--- config.mk ---
export PLATFORM = sky130hd
export DESIGN_NAME = riscv_mul
export DESIGN_NICKNAME = d
export VERILOG_FILES = /design/src/rtl/riscv_pkg.sv /design/src/rtl/riscv_mul.sv
export SDC_FILE = /design/constraint.sdc
export NUM_CORES = 1
export LEC_CHECK = 0
export ABC_CLOCK_PERIOD_IN_PS = 4010
export BUFFER_PORTS_ARGS = -buffer_cell sky130_fd_sc_hd__clkbuf_2
export CORE_MARGIN = 4
export CORE_UTILIZATION = 59
export CTS_CLUSTER_SIZE = 16
export DETAILED_ROUTE_END_ITERATION = 10
export GPL_ROUTABILITY_DRIVEN = 1
export PLACE_DENSITY = 0.77
export SYNTH_ARGS = -nofsm -noshare
export SYNTH_HDL_FRONTEND = slang
export SYNTH_SLANG_ARGS = --single-unit
--- constraint.sdc ---
create_clock -name clk -period 4.01 [get_ports clk]
set_input_delay 0.6015 -clock clk [delete_from_list [all_inputs] [get_ports clk]]
set_output_delay 0.6015 -clock clk [all_outputs]
set_load 0.05 [all_outputs]
--- src/rtl/riscv_pkg.sv ---
// ============================================================================
// riscv_pkg : shared RV encodings, XLEN codes and multiply-unit types
// Rev 1.0
// ============================================================================
`default_nettype none

package riscv_pkg;

  // misa.MXL style XLEN codes
  localparam logic [1:0] XL_RV32I = 2'd1;
  localparam logic [1:0] XL_RV64I = 2'd2;

  localparam logic [6:0] OPC_OP     = 7'b0110011;
  localparam logic [6:0] OPC_OP32   = 7'b0111011;
  localparam logic [6:0] F7_MULDIV  = 7'b0000001;

  localparam logic [2:0] F3_MUL     = 3'b000;
  localparam logic [2:0] F3_MULH    = 3'b001;
  localparam logic [2:0] F3_MULHSU  = 3'b010;
  localparam logic [2:0] F3_MULHU   = 3'b011;
  localparam logic [2:0] F3_DIV     = 3'b100;
  localparam logic [2:0] F3_DIVU    = 3'b101;
  localparam logic [2:0] F3_REM     = 3'b110;
  localparam logic [2:0] F3_REMU    = 3'b111;

  typedef enum logic [2:0] {
    MOP_NONE   = 3'd0,
    MOP_MUL    = 3'd1,
    MOP_MULH   = 3'd2,
    MOP_MULHSU = 3'd3,
    MOP_MULHU  = 3'd4,
    MOP_MULW   = 3'd5
  } mul_op_e;

  typedef enum logic [1:0] {
    ST_IDLE = 2'd0,
    ST_MUL  = 2'd1,
    ST_RES  = 2'd2
  } mul_state_e;

  // key = {xlen32, func7, func3, opcode}
  function automatic mul_op_e mul_decode(input logic [17:0] key);
    logic       xlen32;
    logic [6:0] f7;
    logic [2:0] f3;
    logic [6:0] opc;
    mul_op_e    op;
    xlen32 = key[17];
    f7     = key[16:10];
    f3     = key[9:7];
    opc    = key[6:0];
    op     = MOP_NONE;
    if (f7 == F7_MULDIV) begin
      if (opc == OPC_OP) begin
        case (f3)
          F3_MUL:    op = MOP_MUL;
          F3_MULH:   op = MOP_MULH;
          F3_MULHSU: op = MOP_MULHSU;
          F3_MULHU:  op = MOP_MULHU;
          default:   op = MOP_NONE;
        endcase
      end else if (opc == OPC_OP32 && f3 == F3_MUL && !xlen32) begin
        op = MOP_MULW;
      end
    end
    return op;
  endfunction

endpackage

`default_nettype wire

--- src/rtl/riscv_mul.sv ---
// ============================================================================
// riscv_mul : bit-serial shift-add multiplier for MUL/MULH/MULHSU/MULHU/MULW
// Rev 1.0
// ============================================================================
`default_nettype none

module riscv_mul
  import riscv_pkg::*;
#(
  parameter int XLEN = 32
) (
  input  logic            clk,
  input  logic            rstn,
  input  logic            ex_stall,
  output logic            mul_stall,
  input  logic            id_bubble,
  input  logic [XLEN-1:0] id_instr,
  input  logic [XLEN-1:0] opA,
  input  logic [XLEN-1:0] opB,
  input  logic [1:0]      st_xlen,
  output logic            mul_bubble,
  output logic [XLEN-1:0] mul_r
);

  localparam int CW = $clog2(XLEN);
  localparam int W2 = 2 * XLEN;

  function automatic logic [W2-1:0] twos(input logic [W2-1:0] x);
    return ~x + 1'b1;
  endfunction

  function automatic logic [XLEN-1:0] abs(input logic [XLEN-1:0] x);
    return x[XLEN-1] ? (~x + 1'b1) : x;
  endfunction

  function automatic logic [XLEN-1:0] sext32(input logic [31:0] x);
    return XLEN'($signed(x));
  endfunction

  mul_state_e      state;
  mul_state_e      state_nxt;
  mul_op_e         op;
  mul_op_e         dec_op;
  logic            neg;
  logic [XLEN-1:0] mcand;
  logic [XLEN-1:0] prod_hi;
  logic [XLEN-1:0] prod_lo;
  logic [CW-1:0]   cnt;

  logic            xlen32;
  logic            accept;
  logic            load;
  logic            step;
  logic            write_res;
  logic            sign_a;
  logic            sign_b;
  logic            neg_in;
  logic [XLEN-1:0] mcand_in;
  logic [XLEN-1:0] plo_in;
  logic [CW-1:0]   cnt_in;
  logic [XLEN:0]   sum;
  logic [W2-1:0]   prod_signed;
  logic [XLEN-1:0] result;
  logic            unused_instr_mid;

  assign unused_instr_mid = ^{id_instr[24:15], id_instr[11:7]};

  if (XLEN > 32) begin : g_instr_hi
    logic unused_instr_hi;
    assign unused_instr_hi = ^id_instr[XLEN-1:32];
  end

  assign xlen32 = (st_xlen == XL_RV32I);
  assign dec_op = mul_decode({xlen32, id_instr[31:25], id_instr[14:12], id_instr[6:0]});
  assign accept = (state == ST_IDLE) && !ex_stall && !id_bubble && (dec_op != MOP_NONE);

  // Operand conditioning at accept; MULW works on the zero-extended low words
  always_comb begin
    sign_a = 1'b0;
    sign_b = 1'b0;
    case (dec_op)
      MOP_MUL, MOP_MULH: begin
        sign_a = 1'b1;
        sign_b = 1'b1;
      end
      MOP_MULHSU: sign_a = 1'b1;
      default: ;
    endcase
    neg_in = (sign_a & opA[XLEN-1]) ^ (sign_b & opB[XLEN-1]);
    if (dec_op == MOP_MULW) begin
      mcand_in = XLEN'(opA[31:0]);
      plo_in   = XLEN'(opB[31:0]);
      cnt_in   = CW'(31);
    end else begin
      mcand_in = sign_a ? abs(opA) : opA;
      plo_in   = sign_b ? abs(opB) : opB;
      cnt_in   = CW'(XLEN - 1);
    end
  end

  assign sum = {1'b0, prod_hi} + ({1'b0, mcand} & {(XLEN+1){prod_lo[0]}});

  // After 32 steps a MULW product's low word sits in the top half of prod_lo
  always_comb begin
    prod_signed = neg ? twos({prod_hi, prod_lo}) : {prod_hi, prod_lo};
    case (op)
      MOP_MUL:  result = prod_signed[XLEN-1:0];
      MOP_MULW: result = sext32(prod_lo[XLEN-1:XLEN-32]);
      default:  result = prod_signed[W2-1:XLEN];
    endcase
  end

  always_ff @(posedge clk or negedge rstn) begin
    if (!rstn) state <= ST_IDLE;
    else       state <= state_nxt;
  end

  always_comb begin
    state_nxt = state;
    case (state)
      ST_IDLE: if (accept) state_nxt = ST_MUL;
      ST_MUL:  if (cnt == '0) state_nxt = ST_RES;
      ST_RES:  state_nxt = ST_IDLE;
      default: state_nxt = ST_IDLE;
    endcase
  end

  always_comb begin
    mul_stall = (state != ST_IDLE);
    load      = accept;
    step      = (state == ST_MUL);
    write_res = (state == ST_RES);
  end

  always_ff @(posedge clk or negedge rstn) begin
    if (!rstn) begin
      op         <= MOP_NONE;
      neg        <= 1'b0;
      mcand      <= '0;
      prod_hi    <= '0;
      prod_lo    <= '0;
      cnt        <= '0;
      mul_r      <= '0;
      mul_bubble <= 1'b1;
    end else begin
      mul_bubble <= 1'b1;
      if (load) begin
        op      <= dec_op;
        neg     <= neg_in;
        mcand   <= mcand_in;
        prod_hi <= '0;
        prod_lo <= plo_in;
        cnt     <= cnt_in;
      end
      if (step) begin
        {prod_hi, prod_lo} <= {sum, prod_lo[XLEN-1:1]};
        cnt                <= cnt - 1'b1;
      end
      if (write_res) begin
        mul_r      <= result;
        mul_bubble <= 1'b0;
      end
    end
  end

endmodule

`default_nettype wire

==> metrics.md <==
| Metric | Value |
|---|---|
| Area of the die | around 0.019 mm2 |
| CTS tree | built |
| Die X-Extent | ~140 um |
| Post-Route Skew | approximately 0.0065 ns |
| Global route total overflow | 0 |
| Clk buf depth | 2 |
| Post-layout power | around 0.0032 W |
| Total GRT Usage | 0.284 |
| Post-synth cell types | between 60 and 70 |
| Share of the synthesized area in the top cell type | 0.345 |
| Cell mode on critical path | buf_4 |
| Area leader, netlist | dfrtp_1 |
| Placed inst area | between 0.01 and 0.015 mm2 |
| Required @ worst endpoint | 4.32 ns |
| Synth Cell Area | 0.0101 mm2 |
| Worst Setup End Kind | flip-flop |
| Cts repair resizes | 0 |
| Ys async rst share | 1.00 |
| Count of final setup violators | 0 |
| Nets | 1425 |
| Vias in the first global route | between 8000 and 9000 |
| Total Wirelength | approximately 27000 um |
| Clock Power Share | 0.509 |
| Routed Antenna Nets | 0 |
| Filler cells | ~1400 |
| Worst Hold Class | in -> async |
| Avg Cell Area, Syn | 8.48 um2 |
| CP startpoint kind | flip-flop |
| Post-Syn Nets | roughly 1300 |
| IO Port Bufs | 120 |
| Via count | 9570 |
| H-tree level count | 4 |
| Pre-CTS WS | around 0.46 ns |
| RSZ-0062 raised after global routing | no |
| Drt wl/cell | around 18 um |
| Top post-synthesis cells by count | o21ai_0 (158), dfrtp_1 (139), nand2_1 (127) |
| # diodes | 0 |
| First-pass GRT wire length | 45300 um |
| Main synth FF type | dfrtp_1 |
| Synth Instances | approximately 1200 |
| Comb power frac | 0.050 |
| Crit Path Class | reg -> reg |
| VDD IR max | between 0.0003 and 0.0004 V |
| PD cells | roughly 280 mW/mm2 |
| Die H | about 140 um |
| Fin crit share | 0.889 |
| Initial Utilization | 0.604 |
| GP Congestion | just under 1 |
| Core Area | 0.0167 mm2 |
| CP arrival | a little under 4 ns |
| Critical-path cell list | buf_4 -> and2_1 -> ha_1 -> a21oi_1 -> o21ai_0 -> nor4_1 -> a211oi_1 -> buf_4 -> o311ai_0 -> nor3_1 -> mux2i_1 -> nand3_1 |
| FP Rows | 47 |
| Final setup margin | about 0.45 ns |
| Max Slew Vio Count | 0 |
| Initial antenna violation count | 1 |
| Number of flops mapped to enable cells by yosys | 0 |
| Max incr delay on CP | roughly 0.64 ns |
| Max Fclk | 281 MHz |
| Layout area overhead | 14.0% |
| Total CTS buffers | 17 |
| Internal Power | 0.00250 W |
| Seq pwr share | 0.441 |
| Switching fraction of total power | 0.228 |
| CP max FO | 19 |
| Final hold violations | 0 |
| Yosys reg bits | 140 |
| Worst slew margin | 0.188 |
| DRC | 0 |
| Post-Route Setup TNS | 0 ns |
| Clock-pin slew on the worst setup and hold paths | around 0.06 ns |
| HPWL Detailed | between 20000 and 25000 um |
| YS warnings | 0 |
| Maxcap violations | 0 |
| Vias per cell | ~6.3 |
| Clk_lat worst skew | 0.43 ns |
| DR iter-0 viols | 1006 |
| Cell with the most instances after synthesis | o21ai_0 |
| Outcome | finished, final reports clean |
| P_leak | approximately 5 nW |
| Clock root buffer | clkbuf_16 |
| Top cells by area, synth | dfrtp_1 (34%), xor2_1 (8.4%), o21ai_0 (7.8%), nand2_1 (4.7%), ha_1 (4.6%) |
| Largest net degree at the start of global routing | about 110 |
| Final min period | between 3 and 4 ns |
| Final Cell Area | around 0.012 mm2 |
| DR pass1 iterations | 6 |
| Crit-path slowest cell | o311ai_0 |
| Worst slew pin tran | about 1.2 ns |
| Sequential share of the synthesized area | 0.347 |
| TritonCTS Sinks | 140 |
| Share of cells above drive strength 1 | 0.149 |
| Post-CTS Hold Buffers | 0 |
| P_sw | 0.000738 W |
| I/O Pins | 136 |
| Post-CTS setup buffer count | 0 |
-- worst paths after layout --
kind,start,end,slack [ns],cells past startpoint
hold reg to reg,mul_r[8]$_DFFE_PN0N_,mul_r[8]$_DFFE_PN0N_,0.47,2
hold / removal,rstn,prod_lo[21]$_DFFE_PN0P_,0.13,1
setup / recovery,prod_lo[0]$_DFFE_PN0P_,prod_hi[29]$_DFFE_PN0P_,0.45,12
min in group clk,id_instr[12],op[0]$_DFFE_PN0P_,0.45,2
setup reg to reg,prod_lo[0]$_DFFE_PN0P_,prod_hi[29]$_DFFE_PN0P_,0.45,12
max in group asynchronous,rstn,mcand[10]$_DFFE_PN0P_,3.05,2
-- layout by cell type (no fill, tap or decap), types with 17 or more instances in the layout --
cell type and instances:
ha_1 37, o31ai_1 34, nand3_1 38, a21oi_1 66
a22oi_1 32, dfrtp_1 139, buf_4 20, or4_1 17
xnor2_1 40, nand2_1 127, o41ai_1 17, clkbuf_2 119
nor3_1 28, o21ai_0 158, clkbuf_16 17, nor2_1 42
and2_1 36, xor2_1 97, inv_1 24
-- stage by stage --
stage	instances	hold slack [ns]	utilization
after floorplan	1191	0.306	-
after global placement	1486	0.454	0.652
after detailed placement	1486	0.463	0.652
after CTS	1518	0.153	0.689
after global routing	1518	0.171	0.689
final	1518	0.127	0.689
-- power groups by stage --
stage | Combinational, W | Sequential (W) | Clock [W]
finish | 0.000162 | 0.00143 | 0.00165
global route | 0.000184 | 0.00143 | 0.00174
CTS | 0.000164 | 0.00143 | 0.00166
detailed placement | 0.000163 | 0.00145 | 0
global placement | 0.000159 | 0.00145 | 0
floorplan | 0.0000529 | 0.00145 | 0
-- cells by family (layout without fill, tap and decap cells) --
| logic type | after synthesis | after routing | share of synthesized area |
|---|---|---|---|
| AO/OA/AOI/OAI | 398 | 398 | 0.247 |
| XOR/XNOR | 137 | 137 | 0.119 |
| adder cells (fa/ha/maj) | 38 | 38 | 0.0478 |
| buffers and inverters | 91 | 198 | 0.0371 |
| flip-flops | 140 | 140 | 0.347 |
| multiplexers | 5 | 5 | 0.00496 |
| AND/OR/NAND/NOR | 382 | 382 | 0.197 |
-- sequential cells by signal, indices dropped and copies added, names as in the netlist --
signal      cells
cnt             5
mcand          32
mul_bubble      1
mul_r          32
neg             1
op              3
prod_hi        32
prod_lo        32
state           2
-- worst max-delay path, delay by kind of cell, from the launching register on --
| kind | cells | cell delay, ns |
|---|---|---|
| fa+ha+maj | 1 | 0.32 |
| compound gates | 4 | 1.10 |
| buf+inv | 2 | 0.44 |
| simple gates | 4 | 0.75 |
| mux | 1 | 0.19 |
| flops | 1 | 0.63 |
-- final cells by class --
cell class	instances	area, um2	area share
multi-input combinational	960	6230	0.541
inverter	24	90.1	0.00783
clock inverter	13	166	0.0145
clock buffer	19	453	0.0393
timing repair buffer	142	797	0.0692
sequential	140	3500	0.304
tap	220	275	0.0239
-- layer usage --
metal | vias up | part of all wire | GRT usage
li1 | 4570 | - | -
met1 | 4587 | 0.45 | 0.404
met2 | 364 | 0.45 | 0.438
met3 | 47 | 0.080 | 0.0693
met4 | 2 | 0.019 | 0.0767
met5 | - | 0.00048 | 0
Power figures use the tool's default switching activity.
